File: config.mk
export PLATFORM = sky130hd
export DESIGN_NAME = pipe_stage_buf
export DESIGN_NICKNAME = d
export VERILOG_FILES = /design/src/rtl/pipe_stage_buf.sv
export SDC_FILE = /design/constraint.sdc
export NUM_CORES = 1
export LEC_CHECK = 0
export ABC_AREA = 1
export CORE_MARGIN = 3
export CORE_UTILIZATION = 46
export DETAILED_ROUTE_END_ITERATION = 10
export HOLD_SLACK_MARGIN = 0.15
export PLACE_DENSITY = 0.77
export SLEW_MARGIN = 20
export SYNTH_ARGS = -nofsm -noshare
export SYNTH_HDL_FRONTEND = slang
export SYNTH_SLANG_ARGS = --single-unit
File: constraint.sdc
create_clock -name clock -period 1.6 [get_ports clock]
set_clock_uncertainty 0.1 [all_clocks]
set_input_delay 0.32 -clock clock [delete_from_list [all_inputs] [get_ports clock]]
set_output_delay 0.32 -clock clock [all_outputs]
set_load 0.01 [all_outputs]
File: src/rtl/pipe_stage_buf.sv
// Inter-stage pipeline register with a valid/ready handshake and a 2-entry
// skid buffer, so the stage runs at one entry per cycle even under
// back-pressure.
// Handshake: an entry moves on a clock edge where valid and ready are both high.
// push = in_valid & in_ready, pop = out_valid & out_ready. Valid never depends
// combinationally on ready, and in_ready depends only on registered state.
// A synchronous flush empties the stage and zeroes the control field, so the
// bubble it leaves carries no write enables.
// A saturating counter records the cycles in which the head was stalled.
module pipe_stage_buf #(
    parameter int DATA_W = 128,
    parameter int CTRL_W = 16,
    parameter int CNT_W  = 16
) (
    input  logic              clock,
    input  logic              reset,
    input  logic              flush,
    input  logic              in_valid,
    output logic              in_ready,
    input  logic [DATA_W-1:0] in_data,
    input  logic [CTRL_W-1:0] in_ctrl,
    output logic              out_valid,
    input  logic              out_ready,
    output logic [DATA_W-1:0] out_data,
    output logic [CTRL_W-1:0] out_ctrl,
    output logic [1:0]        occupancy,
    output logic [CNT_W-1:0]  stall_cnt
);

    // The state encoding equals the number of entries held, so occupancy
    // exposes the FSM state directly.
    typedef enum logic [1:0] {
        EMPTY = 2'd0,
        ONE   = 2'd1,
        FULL  = 2'd2
    } state_t;

    state_t            state;
    state_t            state_next;
    logic [DATA_W-1:0] head_data;
    logic [DATA_W-1:0] head_data_next;
    logic [CTRL_W-1:0] head_ctrl;
    logic [CTRL_W-1:0] head_ctrl_next;
    logic [DATA_W-1:0] skid_data;
    logic [DATA_W-1:0] skid_data_next;
    logic [CTRL_W-1:0] skid_ctrl;
    logic [CTRL_W-1:0] skid_ctrl_next;
    logic              push;
    logic              pop;

    localparam logic [CNT_W-1:0] CNT_ONE = {{(CNT_W-1){1'b0}}, 1'b1};
    localparam logic [CNT_W-1:0] CNT_MAX = {CNT_W{1'b1}};

    assign in_ready  = (state != FULL);
    assign out_valid = (state != EMPTY);
    assign occupancy = state;
    assign out_data  = head_data;
    assign out_ctrl  = head_ctrl;
    assign push      = in_valid & in_ready;
    assign pop       = out_valid & out_ready;

    // State, head and skid registers.
    always_ff @(posedge clock or negedge reset) begin
        if (!reset) begin
            state     <= EMPTY;
            head_data <= '0;
            head_ctrl <= '0;
            skid_data <= '0;
            skid_ctrl <= '0;
        end else begin
            state     <= state_next;
            head_data <= head_data_next;
            head_ctrl <= head_ctrl_next;
            skid_data <= skid_data_next;
            skid_ctrl <= skid_ctrl_next;
        end
    end

    // Next state and entry moves. Flush overrides everything else; a pop in
    // the flush cycle has still been taken by the downstream stage.
    always_comb begin
        state_next     = state;
        head_data_next = head_data;
        head_ctrl_next = head_ctrl;
        skid_data_next = skid_data;
        skid_ctrl_next = skid_ctrl;
        case (state)
            EMPTY: begin
                if (push) begin
                    state_next     = ONE;
                    head_data_next = in_data;
                    head_ctrl_next = in_ctrl;
                end
            end
            ONE: begin
                if (push && pop) begin
                    head_data_next = in_data;
                    head_ctrl_next = in_ctrl;
                end else if (push) begin
                    state_next     = FULL;
                    skid_data_next = in_data;
                    skid_ctrl_next = in_ctrl;
                end else if (pop) begin
                    state_next     = EMPTY;
                    head_ctrl_next = '0;
                end
            end
            FULL: begin
                // in_ready is low here, so only a pop can move anything.
                if (pop) begin
                    state_next     = ONE;
                    head_data_next = skid_data;
                    head_ctrl_next = skid_ctrl;
                    skid_ctrl_next = '0;
                end
            end
            default: begin
                state_next     = EMPTY;
                head_ctrl_next = '0;
                skid_ctrl_next = '0;
            end
        endcase
        if (flush) begin
            // Payload may stay stale; only the control bits must read as zero.
            state_next     = EMPTY;
            head_ctrl_next = '0;
            skid_ctrl_next = '0;
        end
    end

    // Saturating count of cycles with the head presented but not accepted.
    always_ff @(posedge clock or negedge reset) begin
        if (!reset) begin
            stall_cnt <= '0;
        end else if (out_valid && !out_ready && (stall_cnt != CNT_MAX)) begin
            stall_cnt <= stall_cnt + CNT_ONE;
        end
    end

endmodule

==> results.md <==
| Step | Item | Value |
| --- | --- | --- |
| timing | Final Hold Violating Endpoints | 0 |
| drt | Met3 routed WL | 4.47 mm |
| drt | Detailed-route DRC error count | 0 |
| logic synthesis | Cell variety after synth | 24 |
| clocking | Number of buffers on the longest clock path | 3 |
| layout | Fin area | 21000 um2 |
| timing | Max-slew violation count | 0 |
| logic synthesis | Fraction of synthesized area in multiplexers | 0% |
| pwr | Clk network pwr share | 25.7% |
| layout | Layout overhead on the synthesized area | 56.0% |
| logic synthesis | Syn Inst Count | 1664 |
| placement | Routability cong. | 0.887 |
| layout | Finished Layout Cells | 2545 |
| run status | Violations in the final reports | setup timing |
| timing | Worst rel slew slack | 71.6% |
| die | Die extent in y | 177 um |
| layout | Number of nets at the end of the flow | 2284 |
| drt | Via density per instance | 5.50 |
| clocking | Clock latency at the later pin of the worst-skew pair | 0.57 ns |
| timing | Total of endpoints with negative setup slack in the final report | 314 |
| drt | Iteration-0 DRC count of the detailed router | 1326 |
| job | Number of violations of the max-capacitance limit | 0 |
| drt | Final WL | 49.9 mm |
| clocking | Number of buffers added by the clock tree synthesis step | 31 |
| die | Initial standard-cell utilization of the core | 46.8% |
| timing | Achievable Freq | 0.523 GHz |
| timing | Final setup TNS | -55.95 ns |
| grt | Largest net degree at the start of global routing | 47 |
| die | Count of standard-cell rows | 62 |
| logic synthesis | Count of synthesis-stage warnings from yosys | 0 |
| timing | Unrepaired setup endpoints after global routing | true |
| drt | Length of routed wiring on met1 | 18.4 mm |
| placement | Cell area after placement | 17800 um2 |
| layout | Layout cells sized above 1 | 27.6% |
| placement | Cells after DPL | 2358 |
| pwr | Internal | 19.7 mW |
| grt | Global-route wire length before repair | 73.1 mm |
| clocking | Number of levels the H-tree was split into | 1 |
| drt | Routed length on met2 | 24.4 mm |
| pwr | LEAKAGE | 10.3 nW |
| die | Die outline area | 31400 um2 |
| timing | Slew at the pin closest to its max-slew limit | 0.424 ns |
| pwr | Fraction of power consumed by combinational cells | 34.3% |
| setup path | Worst EP arrival | 2.27 ns |
| drt | Detailed Routing Iterations Pass 1 | 8 |
| setup path | Critical path endpoint category | register |
| pwr | Reg power frac | 40.1% |
| setup path | Crit-path max FO | 9 |
| clocking | Clk pin slew, worst setup/hold paths | 0.07 ns |
| drt | Highest metal layer with signal wires | met5 |
| timing | Worst-case hold slack | 0.143 ns |
| placement | Post-place setup slack | -0.471 ns |
| die | Width of the die | 177 um |
| die | # IOs | 313 |
| timing | Portion of the clock cycle consumed by the worst path in the final layout | 119% |
| setup path | Path depth of the worst reg2reg path | 9 |
| run status | Run status | complete, but fails checks |
| logic synthesis | Syn Area/Cell | 8.10 um2 |
| timing | Final critical path time including I/O delays and setup | 1.91 ns |
| pwr | NetSw | 10.1 mW |
| logic synthesis | Simple-gate portion of the synthesized area | 22.3% |
| die | CORE AREA | 28800 um2 |
| pwr | Power density cells | 1420 nW/um2 |
| logic synthesis | Main combinational cell family by area after synthesis | simple AND/OR/NAND/NOR gates |
| drt | Via count of the routed design | 14000 |
| drt | Wire length per cell after detailed routing | 19.6 um |
| grt | Antenna violations before repair | 3 |
| hold path | Path type of the worst min-delay path | in -> async |
| clocking | Sink count of the clock tree | 306 |
| logic synthesis | Synthesized-area fraction occupied by adder cells | 0.0928% |
| grt | Via count of the first global-routing pass | 13900 |
| logic synthesis | Area share of xor/xnor cells in the synthesized design | 0.260% |
| setup path | Startpoint Class | register |
| logic synthesis | Share of the synthesized area in compound gates (AO/OA/AOI/OAI) | 12.5% |
| grt | GR Util All Layers | 29.1% |
| placement | Detail Placement HPWL | 26.1 mm |
| clocking | Root buffer selected by CTS | sky130_fd_sc_hd__clkbuf_16 |
| logic synthesis | Net count after synthesis | 1814 |
| logic synthesis | Netlist Area Pre-Place | 13500 um2 |
| grt | Remaining global-route overflow | 0 |
| logic synthesis | Part of the Yosys area used for sequential elements | 56.8% |
| placement | Count of buffers from port buffering | 312 |
| pwr | Total design power | 29.8 mW |
| logic synthesis | Synth Register Bits | 306 |
| setup path | Category of the critical setup timing path | reg -> reg |
| drt | Final ANT Viol Nets | 0 |
| pwr | Switching power as a share of total power | 34.0% |
| clocking | TritonCTS clock tree | done |
| timing | Post-route setup slack | -0.311 ns |
| setup path | Required arrival time at the worst endpoint | 1.95 ns |
| layout | Util after Layout | 73.1% |
| pwr | Peak supply drop | 946 uV |
==> critical path, stage by stage (launching register included) <==
cell and delay [ns]:
sky130_fd_sc_hd__dfrtp_2 0.46, sky130_fd_sc_hd__buf_6 0.15, sky130_fd_sc_hd__buf_4 0.13, sky130_fd_sc_hd__o21ai_2 0.13
sky130_fd_sc_hd__nand2_2 0.08, sky130_fd_sc_hd__clkinv_4 0.10, sky130_fd_sc_hd__buf_12 0.19, sky130_fd_sc_hd__buf_16 0.16
sky130_fd_sc_hd__nor2_1 0.07, sky130_fd_sc_hd__a31oi_2 0.20
==> worst paths after layout <==
check	startpoint	endpoint	slack, ns
max	occupancy[1]$_DFFE_PN0P_	out_data[115]$_DFFE_PN0P_	-0.31
min	reset	out_data[49]$_DFFE_PN0P_	0.14
max reg2reg	occupancy[1]$_DFFE_PN0P_	out_data[115]$_DFFE_PN0P_	-0.31
min reg2reg	out_ctrl[2]$_DFFE_PN0P_	out_ctrl[2]$_DFFE_PN0P_	0.38
max in group asynchronous	reset	out_data[73]$_DFFE_PN0P_	0.14
min in group clock	in_data[49]	skid_data[49]$_DFFE_PN0P_	0.22
==> cell usage in the layout (no fill, tap or decap), types with 19 or more instances in the layout <==
cell and n:
sky130_fd_sc_hd__clkbuf_16 41, sky130_fd_sc_hd__inv_1 155, sky130_fd_sc_hd__nand2_2 45, sky130_fd_sc_hd__o21ai_1 63, sky130_fd_sc_hd__buf_16 28, sky130_fd_sc_hd__buf_2 129
sky130_fd_sc_hd__buf_12 33, sky130_fd_sc_hd__nand2_1 521, sky130_fd_sc_hd__nor2_1 135, sky130_fd_sc_hd__a31oi_1 103, sky130_fd_sc_hd__buf_6 46, sky130_fd_sc_hd__o21ai_2 29
sky130_fd_sc_hd__dfrtp_1 303, sky130_fd_sc_hd__nor2_4 20, sky130_fd_sc_hd__buf_4 107, sky130_fd_sc_hd__o21ai_0 71, sky130_fd_sc_hd__clkdlybuf4s50_1 147, sky130_fd_sc_hd__nand3_1 19
==> per-layer routing <==
layer,GRT usage [%],up-vias
li1,-,6274
met2,48.8,802
met3,6.09,208
met5,0,-
met1,36.4,6723
met4,13.2,2
==> cells in the mapped netlist <==
library cell | number | area share, %
sky130_fd_sc_hd__nand3b_1 | 1 | 0.056
sky130_fd_sc_hd__buf_1 | 1 | 0.028
sky130_fd_sc_hd__o21ai_2 | 1 | 0.065
sky130_fd_sc_hd__inv_1 | 158 | 4.4
sky130_fd_sc_hd__o21ai_0 | 161 | 6.0
sky130_fd_sc_hd__nand2_2 | 2 | 0.093
sky130_fd_sc_hd__nand2_1 | 570 | 16
sky130_fd_sc_hd__nor2_2 | 1 | 0.046
sky130_fd_sc_hd__dfrtp_1 | 306 | 57
sky130_fd_sc_hd__ha_1 | 1 | 0.093
sky130_fd_sc_hd__xor2_1 | 2 | 0.13
sky130_fd_sc_hd__buf_4 | 4 | 0.22
sky130_fd_sc_hd__o21ai_1 | 2 | 0.074
sky130_fd_sc_hd__nand4_1 | 4 | 0.19
sky130_fd_sc_hd__nand3_1 | 22 | 0.82
sky130_fd_sc_hd__clkbuf_1 | 43 | 1.2
sky130_fd_sc_hd__a21oi_1 | 12 | 0.45
sky130_fd_sc_hd__xnor2_1 | 2 | 0.13
sky130_fd_sc_hd__nor3_1 | 10 | 0.37
sky130_fd_sc_hd__nor2_1 | 172 | 4.8
sky130_fd_sc_hd__nand3_2 | 1 | 0.074
sky130_fd_sc_hd__a31oi_1 | 129 | 6.0
sky130_fd_sc_hd__buf_2 | 54 | 2.0
sky130_fd_sc_hd__inv_2 | 5 | 0.14
==> cell families after synthesis <==
logic type      after synthesis
xor+xnor                      4
fa+ha+maj                     1
flops                       306
buf+inv                     265
simple gates                783
compound gates              305
==> state kept, by name, summed over array words and instances (netlist names) <==
register	cells
occupancy	2
skid_data	128
stall_cnt	16
out_data	128
out_ctrl	16
skid_ctrl	16
==> cell type report <==
cell class	count	area, um2
inverter	163	634
antenna	2	5.00
multi-input combinational	1094	5500
timing repair buffer	538	5690
sequential	306	7660
clock inverter	11	136
fill	1865	7750
clock buffer	47	926
tap	384	480
==> repair_timing <==
item,in CTS,in global routing
cloned,32,13
setup endpoints to repair,449,342
gates resized for setup,796,200
endpoints found under the hold margin,306,0
setup buffers,70,16
pin swaps,7,23
hold buffers,2,0
==> power by group through the flow <==
stage | clock network [mW] | logic (mW) | registers (mW)
2_1_floorplan | 0 | 3.22 | 12.1
3_3_place_gp | 0 | 7.92 | 11.8
3_5_place_dp | 0 | 8.21 | 11.9
4_1_cts | 7.62 | 9.30 | 11.7
5_1_grt | 8.03 | 11.0 | 12.2
6_report | 7.66 | 10.2 | 11.9
No activity file was read; power rests on OpenSTA's default activity.
